$ cat src/rtl/core_sequencer_pkg.sv
// Shared encodings for the core sequencer: opcode classes, sequencer sub-ops,
// FSM states and the decoded-instruction record.
package seq_pkg;
  // Opcode class in word[15:14]; CLS_MISC with word[8]=0 is a sequencer instruction
  localparam logic [1:0] CLS_LOAD = 2'b00;
  localparam logic [1:0] CLS_ALU2 = 2'b01;
  localparam logic [1:0] CLS_ALU0 = 2'b10;
  localparam logic [1:0] CLS_MISC = 2'b11;

  // Sequencer sub-op in word[13:11]; NOP/HALT/JUMP ignore the low bit
  localparam logic [2:0] SEQ_NOP     = 3'b000;
  localparam logic [2:0] SEQ_HALT    = 3'b010;
  localparam logic [2:0] SEQ_JUMP    = 3'b100;
  localparam logic [2:0] SEQ_SETLOOP = 3'b110;
  localparam logic [2:0] SEQ_LOOP    = 3'b111;

  typedef enum logic {ST_IDLE = 1'b0, ST_RUN = 1'b1} state_e;

  typedef struct packed {
    logic       is_ctrl;
    logic       is_halt;
    logic       is_jump;
    logic       is_setloop;
    logic       is_loop;
    logic [7:0] target;
  } dec_t;
endpackage

$ cat src/rtl/core_sequencer_if.sv
// Sequencer bus: run control, program memory fetch port and core broadcast.
interface core_sequencer_if #(parameter int ADDR_W = 8);
  logic              start;
  logic [ADDR_W-1:0] prog_addr;
  logic [15:0]       prog_data;
  logic [15:0]       opcode;
  logic              execute;
  logic              busy;
  logic              done;
  logic              overrun;

  modport master (input start, prog_data,
                  output prog_addr, opcode, execute, busy, done, overrun);
  modport slave  (output start, prog_data,
                  input prog_addr, opcode, execute, busy, done, overrun);
endinterface

$ cat src/rtl/core_sequencer_decode.sv
// Combinational decode of one program word into control-flow flags.
module core_seq_decode
  import seq_pkg::*;
(
  input  logic [15:0] word,
  output dec_t        dec
);
  logic [2:0] sub;

  // Classify the word; everything that is not a sequencer op goes to the cores
  always_comb begin
    sub            = word[13:11];
    dec            = '0;
    dec.is_ctrl    = (word[15:14] == CLS_MISC) && !word[8];
    dec.is_halt    = dec.is_ctrl && (sub[2:1] == SEQ_HALT[2:1]);
    dec.is_jump    = dec.is_ctrl && (sub[2:1] == SEQ_JUMP[2:1]);
    dec.is_setloop = dec.is_ctrl && (sub == SEQ_SETLOOP);
    dec.is_loop    = dec.is_ctrl && (sub == SEQ_LOOP);
    dec.target     = word[7:0];
  end
endmodule

$ cat src/rtl/core_sequencer.sv
// Instruction sequencer: fetches program words, broadcasts core opcodes and
// runs jump / single-level loop / halt itself.
// Optional SEQ_WATCHDOG_EN: aborts a run after MAX_CYCLES RUN cycles and flags overrun.
module core_sequencer
  import seq_pkg::*;
#(
  parameter int ADDR_W     = 8,
  parameter int MAX_CYCLES = 255
) (
  input logic               clk,
  input logic               rst_n,
  core_sequencer_if.master  sif
);
  state_e            state;
  logic [ADDR_W-1:0] pc, tgt;
  logic              dvld;      // prog_data this cycle is a real, unsquashed fetch
  logic [15:0]       opcode_q;
  logic              exec_q, busy_q, done_q, ovr_q;
  logic [7:0]        loop_cnt;
  dec_t              dec;
  logic              v, halt, redirect, wd_hit;

  core_seq_decode u_dec (.word(sif.prog_data), .dec(dec));

  // Qualify the decoded word and form the redirect target
  always_comb begin
    v        = (state == ST_RUN) && dvld;
    halt     = v && dec.is_halt;
    redirect = v && (dec.is_jump || (dec.is_loop && (loop_cnt != 8'd0)));
    tgt      = ADDR_W'(dec.target);
  end

`ifdef SEQ_WATCHDOG_EN
  localparam int WD_W = $clog2(MAX_CYCLES + 1);
  logic [WD_W-1:0] wd_cnt, wd_nxt;
  assign wd_nxt = wd_cnt + 1'b1;
  assign wd_hit = (state == ST_RUN) && (int'(wd_nxt) == MAX_CYCLES);

  // Count RUN cycles since the accepted start
  always_ff @(posedge clk) begin
    if (!rst_n)                             wd_cnt <= '0;
    else if (state == ST_IDLE && sif.start) wd_cnt <= '0;
    else if (state == ST_RUN)               wd_cnt <= wd_nxt;
  end
`else
  assign wd_hit = 1'b0;
`endif

  // Run FSM with fetch pointer, squash tracking, loop counter and registered outputs
  always_ff @(posedge clk) begin
    if (!rst_n) begin
      state    <= ST_IDLE;
      pc       <= '0;
      dvld     <= 1'b0;
      opcode_q <= '0;
      exec_q   <= 1'b0;
      busy_q   <= 1'b0;
      done_q   <= 1'b0;
      ovr_q    <= 1'b0;
      loop_cnt <= '0;
    end else begin
      case (state)
        ST_IDLE: begin
          exec_q <= 1'b0;
          done_q <= 1'b0;
          if (sif.start) begin
            state  <= ST_RUN;
            pc     <= '0;
            busy_q <= 1'b1;
            dvld   <= 1'b0;
            ovr_q  <= 1'b0;
          end
        end
        ST_RUN: begin
          if (halt || wd_hit) begin
            // HALT takes priority over a coincident watchdog expiry
            state  <= ST_IDLE;
            busy_q <= 1'b0;
            done_q <= 1'b1;
            exec_q <= 1'b0;
            dvld   <= 1'b0;
            ovr_q  <= !halt;
          end else begin
            pc     <= redirect ? tgt : pc + 1'b1;
            dvld   <= !redirect;            // word already in flight is squashed
            exec_q <= v && !dec.is_ctrl;
            if (v && !dec.is_ctrl) opcode_q <= sif.prog_data;
            if (v && dec.is_setloop)         loop_cnt <= dec.target;
            else if (redirect && dec.is_loop) loop_cnt <= loop_cnt - 1'b1;
          end
        end
        default: state <= ST_IDLE;
      endcase
    end
  end

  assign sif.prog_addr = pc;
  assign sif.opcode    = opcode_q;
  assign sif.execute   = exec_q;
  assign sif.busy      = busy_q;
  assign sif.done      = done_q;
  assign sif.overrun   = ovr_q;
endmodule

$ cat src/flat_wrapper.sv
// flat-port wrapper written by rule: the top's interface ports become plain ports
module core_sequencer_flat import seq_pkg::*;
#(
  parameter int ADDR_W     = 8,
  parameter int MAX_CYCLES = 255
)
  (clk, rst_n, sif_start, sif_prog_data, sif_prog_addr, sif_opcode, sif_execute, sif_busy, sif_done, sif_overrun);
  core_sequencer_if #(.ADDR_W(ADDR_W)) sif_i ();
  input logic clk;
  input logic rst_n;
  input wire logic [$bits(sif_i.start)-1:0] sif_start;
  input wire logic [$bits(sif_i.prog_data)-1:0] sif_prog_data;
  output wire logic [$bits(sif_i.prog_addr)-1:0] sif_prog_addr;
  output wire logic [$bits(sif_i.opcode)-1:0] sif_opcode;
  output wire logic [$bits(sif_i.execute)-1:0] sif_execute;
  output wire logic [$bits(sif_i.busy)-1:0] sif_busy;
  output wire logic [$bits(sif_i.done)-1:0] sif_done;
  output wire logic [$bits(sif_i.overrun)-1:0] sif_overrun;
  assign sif_i.start = sif_start;
  assign sif_i.prog_data = sif_prog_data;
  assign sif_prog_addr = sif_i.prog_addr;
  assign sif_opcode = sif_i.opcode;
  assign sif_execute = sif_i.execute;
  assign sif_busy = sif_i.busy;
  assign sif_done = sif_i.done;
  assign sif_overrun = sif_i.overrun;
  core_sequencer #(.ADDR_W(ADDR_W), .MAX_CYCLES(MAX_CYCLES)) u_core (.clk(clk), .rst_n(rst_n), .sif(sif_i));
endmodule
$ cat config.mk
export PLATFORM = sky130hd
export DESIGN_NAME = core_sequencer_flat
export DESIGN_NICKNAME = d
export VERILOG_FILES = /design/src/rtl/core_sequencer_pkg.sv /design/src/rtl/core_sequencer_if.sv /design/src/rtl/core_sequencer_decode.sv /design/src/rtl/core_sequencer.sv /design/src/flat_wrapper.sv
export SDC_FILE = /design/constraint.sdc
export NUM_CORES = 1
export LEC_CHECK = 0
export ABC_AREA = 0
export CAP_MARGIN = 15
export CORE_ASPECT_RATIO = 0.9
export CORE_MARGIN = 4
export CORE_UTILIZATION = 40
export CTS_BUF_LIST = sky130_fd_sc_hd__clkbuf_4 sky130_fd_sc_hd__clkbuf_8
export CTS_CLUSTER_SIZE = 12
export DETAILED_ROUTE_END_ITERATION = 8
export PLACE_DENSITY = 0.71
export SETUP_SLACK_MARGIN = 0.3
export SYNTH_ARGS = -nofsm -noshare
export SYNTH_HDL_FRONTEND = slang
export SYNTH_SLANG_ARGS = --single-unit
$ cat constraint.sdc
create_clock -name clk -period 1.8 [get_ports clk]
set_clock_uncertainty 0.2 [all_clocks]
set_input_delay 0.18 -clock clk [delete_from_list [all_inputs] [get_ports clk]]
set_output_delay 0.18 -clock clk [all_outputs]
set_load 0.1 [all_outputs]
==> flow_summary.json <==
{
  "status": "complete, but fails checks",
  "violations": "negative setup slack",
  "drt_pass1_iterations": 7,
  "worst_hold_path_type": "input pin to flip-flop",
  "setup_viol": 17,
  "post-dp-hpwl_um": 3908,
  "yosys_warnings": 0,
  "grtUsageTotal_pct": 20.74,
  "grt_pass1_wl_um": 9390,
  "worstSetupStartpointType": "flip-flop",
  "cts_tree": "done",
  "worstMarginPinSlew_ps": 370.9,
  "dr.first_iter.drc_count": 160,
  "netlist_area_mm2": 0.001881,
  "synth_top_area_share_pct": 40.45,
  "synth_compound_area_share_pct": 22.22,
  "wirelength_um": 6982,
  "num_rows": 23,
  "largest_reg_flops": 16,
  "async_reset_ff_share_pct": 0,
  "synthAdderAreaFrac_pct": 1.996,
  "maxSlewViolCount": 0,
  "synth.avg_cell_area_um2": 8.358,
  "grt_pass1_vias": 1968,
  "crit_required_ps": 1840,
  "pwr-share-seq_pct": 40.4,
  "clk-insertion-delay-late_ps": 290,
  "post-route-util_pct": 80.16,
  "drive_above_1_share_pct": 51.56,
  "synth_top_family_by_area": "simple AND/OR/NAND/NOR gates",
  "top_usage_layer": "met2",
  "hold_viol": 0,
  "synthSimpleGateAreaFrac_pct": 28.61,
  "yosysUniqueCellTypes": 44,
  "combPwrFrac_pct": 17.9,
  "intPower_uw": 1611,
  "synth_xor_area_share_pct": 0.4657,
  "viasPerCell": 5.699,
  "setup_slack_ps": -126.3,
  "netlist_instances": 225,
  "synth_edf_count": 0,
  "synth_area_leaders": "dfxtp_1, nand2_1, a21boi_0, nand3_1, o22ai_1",
  "clkSinkCount": 38,
  "die_w_um": 80.28,
  "io_buffers": 46,
  "grt_max_degree": 22,
  "gp_congestion": 0.8805,
  "grt_util_met3_pct": 5.926,
  "path_clk_slew_ps": 80,
  "power.density_mw_per_mm2": 602.2,
  "maxCapViolCount": 0,
  "timing.fmax_ghz": 0.5191,
  "endpoint_kind": "flip-flop",
  "muxShareOfSynthArea_pct": 1.597,
  "maxSlewHeadroom_pct": 75.08,
  "critPathKind": "flip-flop to flip-flop",
  "grt_util_met1_pct": 25.63,
  "ir_drop_uv": 431.9,
  "grt_antenna_before_repair": 0,
  "switching_share_pct": 25.66,
  "worst-path-max-fanout": 7,
  "io_pins": 47,
  "critical_path_arrival_ps": 1970,
  "synth_ff_type": "dfxtp_1",
  "h-tree-depth": 2,
  "initial_core_util_pct": 41.89,
  "yosysSeqAreaShare_pct": 40.45,
  "total_power_uw": 2167,
  "num-nets-final": 341,
  "area_growth_pct": 91.35,
  "routedWlPerCell_um": 18.28,
  "n_antenna_cell": 0,
  "grt-ovfl-total": 0,
  "layoutNonFillerInstCount": 382,
  "drc": 0,
  "p_clk_share_pct": 41.7,
  "p_leak_uw": 0.001455,
  "ant_nets": 0,
  "power.switching_uw": 556.0,
  "place_inst": 359,
  "use_met2_pct": 34.65,
  "core-area_mm2": 0.004489,
  "die_area_mm2": 0.005864,
  "ys_seq_elements": 38,
  "cts_buffers": 5,
  "period_share_pct": 107.0,
  "cts_buffer_depth": 2,
  "die_h_um": 73.05,
  "yosys.area.top_type": "dfxtp_1",
  "rsz0062_at_grt": "yes",
  "setup-tns-final_ps": -1238,
  "finalCriticalPeriod_ps": 1926,
  "cts_root_buf": "clkbuf_8",
  "synth_fp_nets": 247,
  "pre_cts_ws_ps": -522.5,
  "vias": 2177
}
## timing repair
action | 4_1_cts | 5_1_grt
hold buffers | 0 | 0
resized for setup | 58 | 55
gates cloned | 1 | 1
pin swaps | 19 | 25
setup endpoints to repair | 26 | 36
setup buffers | 7 | 6
## metrics by stage
| step | hold slack (ps) | area, µm² |
|---|---|---|
| global route | 116.9 | 3598 |
| floorplan | 105.6 | 1924 |
| CTS | 127.3 | 3323 |
| finish | 108.0 | 3598 |
| detailed placement | 265.7 | 2974 |
| global placement | 262.4 | 2974 |
## final cells by class
class                           count  area (µm²)
Tap cell                           62       77.57
Timing Repair Buffer               98        1226
Inverter                            6       22.52
Fill cell                         260       890.9
Clock buffer                        6       82.58
Sequential cell                    38       787.0
Clock inverter                      2       60.06
Multi-Input combinational cell    170        1343
## layer usage
metal	up-vias	routed length (µm)
met5	-	0
met4	0	195
met3	25	538
met2	106	3513
met1	1058	2734
li1	988	-
## layout by cell type (no fill, tap or decap), types with 3 or more instances in the layout
cell	synthesis	layout
a21boi_1	0	10
a21boi_2	1	9
a21oi_1	8	7
a31oi_1	5	4
a32oi_1	5	3
and3_1	3	3
buf_12	0	29
buf_4	1	31
buf_6	2	19
clkbuf_8	0	6
clkdlybuf4s50_1	0	13
dfxtp_1	38	27
dfxtp_2	0	6
dfxtp_4	0	5
dlygate4sd2_1	0	5
inv_1	6	6
mux2i_1	3	3
nand2_1	50	35
nand2_2	1	11
nand2_4	0	4
nand3_1	11	4
nand3_2	0	7
nand4_1	3	3
nor2_1	11	8
nor2b_1	6	5
o21ai_0	4	3
o22ai_2	0	6
## power groups by stage
stage,combinational [µW],sequential [µW],clock [µW]
after CTS,345,872,902
after global routing,402,877,940
after detailed placement,328,892,0
after floorplan,72.0,982,0
final,388,874,904
after global placement,326,891,0
## synthesized netlist by cell type (4+ instances only)
master	count
a21boi_0	18
o22ai_1	8
nor2_1	11
a31oi_1	5
a32oi_1	5
nand2_1	50
dfxtp_1	38
nand3_1	11
a21oi_1	8
clkbuf_1	8
o21ai_0	4
nor2b_1	6
inv_1	6
## cells by family (layout without fill, tap and decap cells)
group,count (synthesis),after routing
flip-flops,38,38
AO/OA/AOI/OAI,57,57
AND/OR/NAND/NOR,105,106
XOR/XNOR,1,1
adder cells (fa/ha/maj),3,3
multiplexers,3,3
buffers and inverters,18,112
## worst max-delay path, stage by stage (launching register included)
cell      delay (ps)
dfxtp_2          340
nor3_4           190
nor3b_4          250
buf_6            140
a311oi_4          90
buf_6            160
or4_4            420
nand3_2           80
## worst paths after layout
path | startpoint | to | slack [ps] | depth (start not counted)
max | u_core.loop_cnt[2]$_SDFFE_PN0P_ | u_core.sif.prog_addr[6]$_SDFFE_PN0P_ | -130 | 7
min | sif_prog_data[15] | u_core.sif.opcode[15]$_SDFFE_PN0P_ | 110 | 3
max reg2reg | u_core.loop_cnt[2]$_SDFFE_PN0P_ | u_core.sif.prog_addr[6]$_SDFFE_PN0P_ | -130 | 7
min reg2reg | u_core.sif.opcode[15]$_SDFFE_PN0P_ | u_core.sif.opcode[15]$_SDFFE_PN0P_ | 290 | 2
No activity file was read; power rests on OpenSTA's default activity.
